==> config.mk <==
export PLATFORM = sky130hd
export DESIGN_NAME = othello_judge
export DESIGN_NICKNAME = d
export VERILOG_FILES = /design/src/rtl/othello_judge.sv
export SDC_FILE = /design/constraint.sdc
export NUM_CORES = 1
export LEC_CHECK = 0
export ABC_CLOCK_PERIOD_IN_PS = 2150
export CAP_MARGIN = 20
export CORE_UTILIZATION = 47
export DETAILED_ROUTE_END_ITERATION = 8
export PLACE_DENSITY = 0.77
export SYNTH_ARGS = -nofsm -noshare
export SYNTH_HDL_FRONTEND = slang
export SYNTH_SLANG_ARGS = --single-unit
==> constraint.sdc <==
create_clock -name clk -period 2.15 [get_ports clk]
set_input_delay 0.645 -clock clk [delete_from_list [all_inputs] [get_ports clk]]
set_output_delay 0.645 -clock clk [all_outputs]
set_load 0.005 [all_outputs]
==> src/rtl/othello_judge.sv <==
// othello_judge: game-flow judge sitting after the registered black/red piece counter.
// Tracks the side to move, consecutive passes and the move number, waits for the piece
// counts to settle after each update, then decides whether the game has ended and
// latches the winner and margin.
//
// Ports:
//   clk          system clock, rising edge
//   RST          asynchronous active-low reset
//   start        pulse: begin a new game (highest priority, aborts a running game)
//   turn_done    pulse: current player's move written to the boards
//   pass         pulse: current player has no legal move
//   cntB, cntR   registered black / red piece counts
//   turn         side to move (0 black, 1 red)
//   move_num     applied moves this game, saturating at 127
//   busy         high in SETTLE and CHECK; no turn_done/pass may be issued
//   game_over    high in DONE
//   winner       00 none, 01 black, 10 red, 11 draw
//   margin       |cntB - cntR| latched at game end
//   result_valid one-cycle pulse on entry to DONE
//   timeout      (JUDGE_TIMER_EN only) side to move forfeited on the turn timer
//
// Optional feature: define JUDGE_TIMER_EN to add the per-turn forfeit timer and the
// timeout output.
module othello_judge #(
    parameter int unsigned BOARD_CELLS  = 64,
    parameter int unsigned CNT_LAT      = 1,
    parameter logic [23:0] TURN_TIMEOUT = 24'd10_000_000
) (
    input  logic       clk,
    input  logic       RST,
    input  logic       start,
    input  logic       turn_done,
    input  logic       pass,
    input  logic [7:0] cntB,
    input  logic [7:0] cntR,
    output logic       turn,
    output logic [6:0] move_num,
    output logic       busy,
    output logic       game_over,
    output logic [1:0] winner,
    output logic [6:0] margin,
    output logic       result_valid
`ifdef JUDGE_TIMER_EN
    ,
    output logic       timeout
`endif
);

    localparam int unsigned SettleW = (CNT_LAT > 1) ? $clog2(CNT_LAT) : 1;
    localparam logic [SettleW-1:0] SettleLoad = SettleW'(CNT_LAT - 1);

    typedef enum logic [2:0] {StIdle, StPlay, StSettle, StCheck, StDone} state_e;

    state_e             stateQ, stateD;
    logic               turnQ, turnD;
    logic [6:0]         moveNumQ, moveNumD;
    logic [1:0]         passCntQ, passCntD;
    logic [SettleW-1:0] settleCntQ, settleCntD;
    logic [1:0]         winnerQ, winnerD;
    logic [6:0]         marginQ, marginD;
    logic               resultValidQ, resultValidD;

    logic [8:0] sum;
    logic       endCond;
    logic [1:0] resWinner;
    logic [6:0] resMargin;

    // Difference never exceeds the board size, so 7 bits of it are enough.
    assign sum       = {1'b0, cntB} + {1'b0, cntR};
    assign endCond   = (sum >= 9'(BOARD_CELLS)) || (cntB == 8'd0) || (cntR == 8'd0) ||
                       (passCntQ == 2'd2);
    assign resWinner = (cntB > cntR) ? 2'b01 : ((cntR > cntB) ? 2'b10 : 2'b11);
    assign resMargin = (cntB >= cntR) ? 7'(cntB - cntR) : 7'(cntR - cntB);

`ifdef JUDGE_TIMER_EN
    logic [23:0] timerQ, timerD;
    logic        timeoutQ, timeoutD;

    always_ff @(posedge clk or negedge RST) begin
        if (!RST) begin
            timerQ   <= '0;
            timeoutQ <= 1'b0;
        end else begin
            timerQ   <= timerD;
            timeoutQ <= timeoutD;
        end
    end

    assign timeout = timeoutQ;
`else
    logic unusedTimeoutParam;
    assign unusedTimeoutParam = ^TURN_TIMEOUT;
`endif

    always_ff @(posedge clk or negedge RST) begin
        if (!RST) begin
            stateQ       <= StIdle;
            turnQ        <= 1'b0;
            moveNumQ     <= '0;
            passCntQ     <= '0;
            settleCntQ   <= '0;
            winnerQ      <= '0;
            marginQ      <= '0;
            resultValidQ <= 1'b0;
        end else begin
            stateQ       <= stateD;
            turnQ        <= turnD;
            moveNumQ     <= moveNumD;
            passCntQ     <= passCntD;
            settleCntQ   <= settleCntD;
            winnerQ      <= winnerD;
            marginQ      <= marginD;
            resultValidQ <= resultValidD;
        end
    end

    always_comb begin
        stateD       = stateQ;
        turnD        = turnQ;
        moveNumD     = moveNumQ;
        passCntD     = passCntQ;
        settleCntD   = settleCntQ;
        winnerD      = winnerQ;
        marginD      = marginQ;
        resultValidD = 1'b0;
`ifdef JUDGE_TIMER_EN
        timerD       = timerQ;
        timeoutD     = timeoutQ;
`endif

        unique case (stateQ)
            StIdle: ;
            StPlay: begin
                // turn_done wins over a simultaneous pass.
                if (turn_done) begin
                    turnD      = ~turnQ;
                    passCntD   = 2'd0;
                    settleCntD = SettleLoad;
                    stateD     = StSettle;
                    if (moveNumQ != 7'd127) moveNumD = moveNumQ + 7'd1;
`ifdef JUDGE_TIMER_EN
                    timerD     = '0;
`endif
                end else if (pass) begin
                    turnD    = ~turnQ;
                    passCntD = passCntQ + 2'd1;
                    if (passCntQ == 2'd1) begin
                        settleCntD = SettleLoad;
                        stateD     = StSettle;
                    end
`ifdef JUDGE_TIMER_EN
                    timerD   = '0;
                end else if (timerQ == TURN_TIMEOUT - 24'd1) begin
                    // Side to move forfeits; opponent wins.
                    stateD       = StDone;
                    winnerD      = turnQ ? 2'b01 : 2'b10;
                    marginD      = '0;
                    timeoutD     = 1'b1;
                    resultValidD = 1'b1;
                end else begin
                    timerD = timerQ + 24'd1;
`endif
                end
            end
            StSettle: begin
                if (settleCntQ == '0) stateD = StCheck;
                else settleCntD = settleCntQ - SettleW'(1);
            end
            StCheck: begin
                if (endCond) begin
                    stateD       = StDone;
                    winnerD      = resWinner;
                    marginD      = resMargin;
                    resultValidD = 1'b1;
                end else begin
                    stateD = StPlay;
`ifdef JUDGE_TIMER_EN
                    timerD = '0;
`endif
                end
            end
            StDone: ;
            default: stateD = StIdle;
        endcase

        // start overrides everything and never produces a result for an aborted game.
        if (start) begin
            stateD       = StPlay;
            turnD        = 1'b0;
            moveNumD     = '0;
            passCntD     = '0;
            settleCntD   = '0;
            winnerD      = '0;
            marginD      = '0;
            resultValidD = 1'b0;
`ifdef JUDGE_TIMER_EN
            timerD       = '0;
            timeoutD     = 1'b0;
`endif
        end
    end

    assign turn         = turnQ;
    assign move_num     = moveNumQ;
    assign busy         = (stateQ == StSettle) || (stateQ == StCheck);
    assign game_over    = (stateQ == StDone);
    assign winner       = winnerQ;
    assign margin       = marginQ;
    assign result_valid = resultValidQ;

endmodule
==> results.rst, run 1 <==
.. list-table::
   :header-rows: 1

   * - Metric
     - Value
   * - Mean instance size in the synthesized netlist
     - 9.075 um2
   * - End-of-flow core utilization
     - 0.7906
   * - Die outline area
     - 4612 um2
   * - Number of max-cap violations
     - 0
   * - CTS clock-pin slew for the worst setup and hold paths
     - 0.07 ns
   * - Cell area power density
     - 526.7 nW/um2
   * - HPWL after detailed placement
     - 4026 um
   * - Signed area change from the synthesized netlist to the final layout
     - 58.21%
   * - Final slew viol count
     - 0
   * - Worst R2R Start
     - passCntQ[0]
   * - Number of stages on the worst hold path
     - 2
   * - Maximum frequency from static timing analysis
     - 398.9 MHz
   * - Min-Delay Path Class
     - register to register
   * - Type of element launching the critical path
     - primary input
   * - Total Nets Final
     - 372
   * - Total I/O pin count
     - 41
   * - Initial Util
     - 0.4997
   * - Overall fraction of global-route tracks in use
     - 0.2653
   * - Largest voltage drop on the vdd net
     - 301.4 uV
   * - Clock tree from TritonCTS
     - built
   * - Largest net degree at the start of global routing
     - 24
   * - Unrepaired setup endpoints after global routing
     - true
   * - Routed wirelength normalized by instance count
     - 15.27 um
   * - Quantity of I/O buffers inserted on ports
     - 40
   * - Required time reported for the critical path endpoint
     - 2.35 ns
   * - Violations in the final reports
     - setup timing
   * - Run status
     - finished, violations left
   * - Number of synthesized flops with an enable pin
     - 0
   * - R2R setup slack
     - -0.24 ns
   * - Number of antenna violations at the first check in global routing
     - 0
   * - Startpoint of the lowest-slack hold path
     - turn
   * - TritonRoute pass-1 iters
     - 4
   * - Instance count of the mapped netlist
     - 225
   * - Insertion delay of the later-clocked pin in the worst-skew pair
     - 0.26 ns
   * - Post-CTS Hold Buffers
     - 0
   * - Aggregate global routing overflow
     - 0
   * - Vias/cell
     - 5.508
   * - Worst slack at placement
     - -1.258 ns
   * - Most frequent cells in the layout
     - 54 x buf_4, 23 x clkdlybuf4s50_1, 23 x dfrtp_1
   * - Capture point of the worst reg-to-reg path
     - margin[5]
   * - RD Place Congestion
     - 0.8056
   * - Initial DRC Count
     - 141
   * - Post-route ant nets
     - 0
   * - Vertical die dimension
     - 67.92 um
   * - Count of synthesis-stage warnings from yosys
     - 0
   * - # rows
     - 23
   * - Static leakage
     - 1.437 nW
   * - Synth top area share
     - 0.2819
   * - Setup CP Type
     - primary input to register
   * - DIE WIDTH
     - 67.92 um
   * - Total number of vias
     - 2049
   * - Internal power component
     - 1.109 mW
   * - Data arrival, critical path
     - 2.70 ns
   * - Clock buffer count from CTS
     - 3
   * - Terminating pin of the worst hold path
     - turn
   * - CTS H-Tree Depth
     - 1
   * - Post-Syn Nets
     - 274
   * - Placeable core region
     - 4086 um2
   * - Total number of clock tree sinks
     - 23
   * - Residual DRC
     - 0
   * - Kind of capture point of the worst setup path
     - register
   * - Worst r2r path cells
     - 10
   * - Top area cells in the synthesized netlist
     - dfrtp_1 28%, ha_1 15%, nor2_1 4.2%
   * - Final hold slack
     - 0.5414 ns
   * - Most common library cell in the layout ignoring fill and taps
     - buf_4
   * - Clock root buffer
     - clkbuf_8
   * - Clock Power Share
     - 0.154
   * - Number of synthesized register bits
     - 23
   * - Critical-path maximum fanout
     - 4
   * - Switching component of the power
     - 0.5928 mW
   * - Final wirelength
     - 5682 um
   * - Buffer depth of the longest clock path
     - 2
   * - Ys flop type
     - dfrtp_1
   * - Fin crit period
     - 2.507 ns
   * - Yosys top cell by area
     - dfrtp_1
   * - Diode count
     - 0
   * - Switching fraction of total power
     - 0.3484
   * - Final setup vio count
     - 12
   * - Post-synthesis async set-or-reset flop share
     - 1.000
   * - Wire length of the first global-routing pass
     - 9170 um
   * - Portion of total power attributed to combinational logic
     - 0.521
   * - Minimum setup slack in the final design
     - -0.3568 ns
   * - Cell variety after synth
     - 54
   * - Power share of the sequential group
     - 0.325
   * - Via count of the first global-routing pass
     - 2050
   * - Relative slew margins
     - 0.6564
   * - Share of layout cells above drive strength 1
     - 0.3882
   * - Worst-case clock skew
     - 0.004483 ns
   * - Total count of hold-check failures in the final report
     - 0
   * - Slew at the pin closest to its max-slew limit
     - 0.5142 ns
   * - Portion of the post-synthesis area used by sequential elements
     - 0.2819
   * - Total standard cell area after synthesis
     - 2042 um2
   * - Portion of the clock cycle consumed by the worst path in the final layout
     - 1.166
## worst max-delay path by stage
stage	start	to	slack, ns	cells after the start
2_1_floorplan	cntR[7]	margin[3]	-0.47	8
3_3_place_gp	cntR[7]	margin[3]	-1.16	9
3_5_place_dp	cntR[7]	winner[1]	-1.26	9
4_1_cts	cntR[7]	margin[3]	-0.41	10
5_1_grt	cntR[7]	margin[5]	-0.43	11
6_report	cntR[7]	margin[5]	-0.36	11
## cells by family after synthesis
| logic type | after synthesis | synth area share |
|---|---|---|
| flops | 23 | 0.2819 |
| buf+inv | 29 | 0.06679 |
| simple gates | 82 | 0.2194 |
| mux | 3 | 0.01593 |
| compound gates | 51 | 0.1949 |
| xor+xnor | 9 | 0.03860 |
| fa+ha+maj | 28 | 0.1826 |
## worst max-delay path, stage by stage
cell	delay [ns]
buf_12	0.10
inv_12	0.03
ha_4	0.25
or4b_4	0.46
a211oi_4	0.25
nand4_4	0.14
o311ai_4	0.39
buf_6	0.18
buf_6	0.09
nand3b_1	0.08
nand3_1	0.08
## area by class of cell
class | count | area [um2]
multi-input combinational | 173 | 1588
timing repair buffer | 101 | 868.3
fill | 263 | 855.8
sequential | 23 | 575.6
inverter | 21 | 91.34
tap | 50 | 62.56
clock buffer | 4 | 45.04
## power groups by stage
stage	logic, mW	clock network (mW)	registers, mW
global placement	0.743	0	0.551
CTS	0.853	0.265	0.547
global route	0.971	0.282	0.561
finish	0.886	0.262	0.553
floorplan	0.386	0	0.553
detailed placement	0.761	0	0.552
## cell usage after synthesis, types with 3 or more instances
master     n
buf_6      3
nor2b_1    7
nand2b_1   3
o21ai_0    7
o21a_1     3
nand2_1   15
o211ai_1   7
inv_1     21
nor2_1    23
nor4_1     5
dfrtp_1   23
nand3_1    6
ha_1      25
xnor2_1    4
nand4_1    4
nor3b_1    4
xor2_1     5
a21oi_1   11
fa_1       3
## metrics by stage
step | TNS (ns) | power, mW | instances | cell area [um2]
final | -3.116 | 1.701 | 372 | 3231
after global routing | -3.929 | 1.814 | 372 | 3231
after CTS | -3.386 | 1.666 | 372 | 3188
after detailed placement | -12.96 | 1.314 | 365 | 2912
after global placement | -12.36 | 1.294 | 365 | 2912
after floorplan | -4.073 | 0.9387 | 225 | 2071
## registers in the layout, indices dropped and copies added (netlist names)
name          flops
turn              1
passCntQ          2
result_valid      1
margin            7
stateQ            3
winner            2
move_num          7
## repair_timing
item / 4_1_cts / 5_1_grt
pin swaps: 28 / 16
setup endpoints to repair: 13 / 14
gates resized for setup: 76 / 24
setup buffers: 3 / 1
## routing by layer
layer / vias up / wire length, um / global-route usage
met3: 8 / 133 / 0.01667
met1: 1007 / 2354 / 0.2916
met2: 48 / 3104 / 0.5347
met5: - / 0 / 0
li1: 986 / - / -
met4: 0 / 89 / 0.07552
Note: power is estimated with default switching activity, not from simulation.
==> run 2: changes to the inputs <==
Settings changed: PLACE_DENSITY 0.77 to 0.86.
==> run 2 against run 1 <==
The run still ends with setup timing left. Fmax down 2.0%. Sequential share of layout area down 0.29 points. Global-route usage down 0.072 points. Design area up 1.7%. Critical path type unchanged. Utilization up 1.3 points. Critical endpoint is now margin[3].
==> results.rst, run 2 (synthesized netlist as in run 1, its figures left out) <==
.. list-table::
   :header-rows: 1

   * - Metric
     - Value
   * - Maximum frequency from static timing analysis
     - 391.0 MHz (was 398.9 MHz)
   * - Initial DRC Count
     - 136 (was 141)
   * - Internal power component
     - 1.123 mW (was 1.109 mW)
   * - Run status
     - finished, violations left (unchanged)
   * - Clock buffer count from CTS
     - 3 (unchanged)
   * - Initial Util
     - 0.4997 (unchanged)
   * - Insertion delay of the later-clocked pin in the worst-skew pair
     - 0.27 ns (was 0.26 ns)
   * - Diode count
     - 0 (unchanged)
   * - Global-route track usage on met2
     - 0.5272 (was 0.5347)
   * - Post-route non-filler standard cell count
     - 376 (was 372)
   * - Finished Cell Area
     - 3284 um2 (was 3231 um2)
   * - Switching component of the power
     - 0.6478 mW (was 0.5928 mW)
   * - Signed area change from the synthesized netlist to the final layout
     - 60.85% (was 58.21%)
   * - Final slew viol count
     - 0 (unchanged)
   * - Routed wirelength normalized by instance count
     - 16.79 um (was 15.27 um)
   * - Required time reported for the critical path endpoint
     - 2.31 ns (was 2.35 ns)
   * - Post-route ant nets
     - 0 (unchanged)
   * - CTS clock-pin slew for the worst setup and hold paths
     - 0.08 ns (was 0.07 ns)
   * - # rows
     - 23 (unchanged)
   * - Portion of total power attributed to combinational logic
     - 0.531 (was 0.521)
   * - Multi-input gate area in the final layout
     - 1625 um2 (was 1588 um2)
   * - Slowest library cell on the worst path
     - or4b_4 (unchanged)
   * - Beginning of the critical path
     - cntR[7] (unchanged)
   * - Largest net degree at the start of global routing
     - 24 (unchanged)
   * - Clock root buffer
     - clkbuf_8 (unchanged)
   * - Switching fraction of total power
     - 0.3657 (was 0.3484)
   * - Wire length of the first global-routing pass
     - 9211 um (was 9170 um)
   * - Post-CTS Hold Buffers
     - 0 (unchanged)
   * - Largest stage delay on the critical path
     - 0.46 ns (about the same)
   * - Largest voltage drop on the vdd net
     - 294.9 uV (was 301.4 uV)
   * - Violations in the final reports
     - setup timing (unchanged)
   * - Most common library cell in the layout ignoring fill and taps
     - buf_4 (unchanged)
   * - Residual DRC
     - 0 (unchanged)
   * - Met1 Track Usage GR
     - 0.2843 (was 0.2916)
   * - Total number of clock tree sinks
     - 23 (unchanged)
   * - Total I/O pin count
     - 41 (unchanged)
   * - Total Nets Final
     - 376 (was 372)
   * - TritonRoute pass-1 iters
     - 4 (unchanged)
   * - Vertical die dimension
     - 67.92 um (unchanged)
   * - Die outline area
     - 4612 um2 (unchanged)
   * - RD Place Congestion
     - 0.8768 (was 0.8056)
   * - Placeable core region
     - 4086 um2 (unchanged)
   * - Share of layout cells above drive strength 1
     - 0.4233 (was 0.3882)
   * - DIE WIDTH
     - 67.92 um (unchanged)
   * - Final setup vio count
     - 11 (was 12)
   * - Startpoint of the lowest-slack hold path
     - move_num[6] (was turn)
   * - Clock Power Share
     - 0.157 (was 0.154)
   * - Flip-flop and latch area
     - 575.6 um2 (unchanged)
   * - Overall fraction of global-route tracks in use
     - 0.2646 (was 0.2653)
   * - HPWL after detailed placement
     - 4288 um (was 4026 um)
   * - CTS H-Tree Depth
     - 1 (unchanged)
   * - Final wirelength
     - 6313 um (was 5682 um)
   * - Via count of the first global-routing pass
     - 2167 (was 2050)
   * - Type of element launching the critical path
     - primary input (unchanged)
   * - Cell area power density
     - 539.3 nW/um2 (was 526.7 nW/um2)
   * - Quantity of I/O buffers inserted on ports
     - 40 (unchanged)
   * - Setup TNS
     - -3.777 ns (was -3.116 ns)
   * - Placed instance count
     - 364 (was 365)
   * - Number of max-cap violations
     - 0 (unchanged)
   * - Power share of the sequential group
     - 0.313 (was 0.325)
   * - Aggregate global routing overflow
     - 0 (unchanged)
   * - Vias/cell
     - 5.617 (was 5.508)
   * - Fin crit period
     - 2.558 ns (was 2.507 ns)
   * - Worst R2R Start
     - passCntQ[0] (unchanged)
   * - Setup CP Type
     - primary input to register (unchanged)
   * - List of cells traversed by the critical path
     - buf_12 > inv_12 > ha_4 > or4b_4 > a211oi_4 > nand4_4 > buf_6 > o311a_4 > a311o_1 (was buf_12 > inv_12 > ha_4 > or4b_4 > a211oi_4 > nand4_4 > o311ai_4 > buf_6 > buf_6 > nand3b_1 > nand3_1)
   * - Buffer depth of the longest clock path
     - 2 (unchanged)
   * - Unrepaired setup endpoints after global routing
     - true (unchanged)
   * - Portion of the clock cycle consumed by the worst path in the final layout
     - 1.190 (was 1.166)
   * - Met3 Use GR
     - 0.02000 (was 0.01667)
   * - Routing layer with the top usage in global route
     - met2 (unchanged)
   * - Min-Delay Path Class
     - register to register (unchanged)
   * - Slew at the pin closest to its max-slew limit
     - 0.5109 ns (was 0.5142 ns)
   * - Static leakage
     - 1.458 nW (was 1.437 nW)
   * - Relative slew margins
     - 0.6571 (was 0.6564)
   * - Kind of capture point of the worst setup path
     - register (unchanged)
   * - Clock tree from TritonCTS
     - built (unchanged)
   * - Total number of vias
     - 2112 (was 2049)
   * - Data arrival, critical path
     - 2.72 ns (was 2.70 ns)
   * - Cell area after placement
     - 2904 um2 (was 2912 um2)
   * - Worst-case clock skew
     - 0.001326 ns (was 0.004483 ns)
   * - Total count of hold-check failures in the final report
     - 0 (unchanged)
   * - Number of antenna violations at the first check in global routing
     - 0 (unchanged)
   * - Filler instances
     - 255 (was 263)
   * - Minimum setup slack in the final design
     - -0.4079 ns (was -0.3568 ns)
   * - Critical-path maximum fanout
     - 6 (was 4)
   * - Most frequent cells in the layout
     - 56 x buf_4, 23 x clkdlybuf4s50_1, 23 x dfrtp_1 (was 54 x buf_4, 23 x clkdlybuf4s50_1, 23 x dfrtp_1)
[run 2: cell count changes in the layout (fill, tap and decap cells not counted), sizes merged]
| cell | previous run | this run |
|---|---|---|
| o311a | 1 | 2 |
| clkbuf | 8 | 10 |
| dlygate4sd2 | 9 | 5 |
| clkinv | 0 | 1 |
| clkdlybuf4s15 | 0 | 2 |
| buf | 64 | 66 |
[run 2: repair_timing]
item / in CTS / in global routing
resized for setup: 73 / 37
buffers inserted: 1 / 7
pin swaps: 28 / 22
endpoints found under the setup margin: 13 / 14
gates cloned: 0 / 1
hold endpoints to repair: 0 / 0
[run 2: cell type report]
cell class | count | area share
sequential | 23 | 0.1752
multi-input combinational | 174 | 0.4949
clock buffer | 3 | 0.01257
timing repair buffer | 104 | 0.2690
clock inverter | 1 | 0.001524
inverter | 21 | 0.02781
tap | 50 | 0.01905
[run 2: metal layers]
layer	wire length, um	part of all wire
met3	229	0.036
met1	2368	0.38
met5	0	0
met4	191	0.030
met2	3524	0.56
[run 2: per-stage QoR]
stage | setup slack, ns | util | total power, mW | hold slack [ns]
final | -0.4079 | 0.8037 | 1.771 | 0.5833
after global routing | -0.4801 | 0.8037 | 1.869 | 0.5876
after floorplan | -0.4719 | - | 0.9387 | 0.3494
after CTS | -0.4155 | 0.7731 | 1.659 | 0.5334
after detailed placement | -1.254 | 0.7107 | 1.321 | 0.5051
after global placement | -1.159 | 0.7107 | 1.287 | 0.4864
[run 2: power groups by stage]
stage / clock (mW) / sequential (mW) / combinational (mW)
after detailed placement: 0 / 0.554 / 0.767
final: 0.278 / 0.554 / 0.940
after floorplan: 0 / 0.553 / 0.386
after global placement: 0 / 0.551 / 0.736
after CTS: 0.272 / 0.549 / 0.839
after global routing: 0.292 / 0.561 / 1.02
[run 2: worst paths after layout]
| kind | endpoint | slack (ns) | cells after the start |
|---|---|---|---|
| min reg2reg | move_num[6] | 0.58 | 2 |
| max in group asynchronous | margin[6] | 1.20 | 2 |
| max | margin[3] | -0.41 | 9 |
| min in group asynchronous | turn | 0.73 | 2 |
| min | move_num[6] | 0.58 | 2 |
| max reg2reg | margin[3] | -0.32 | 8 |
[run 2: worst max-delay path: cells and delay by family]
kind            cells  cell delay (ns)
fa+ha+maj           1             0.24
buf+inv             3             0.28
compound gates      3             0.94
simple gates        2             0.61
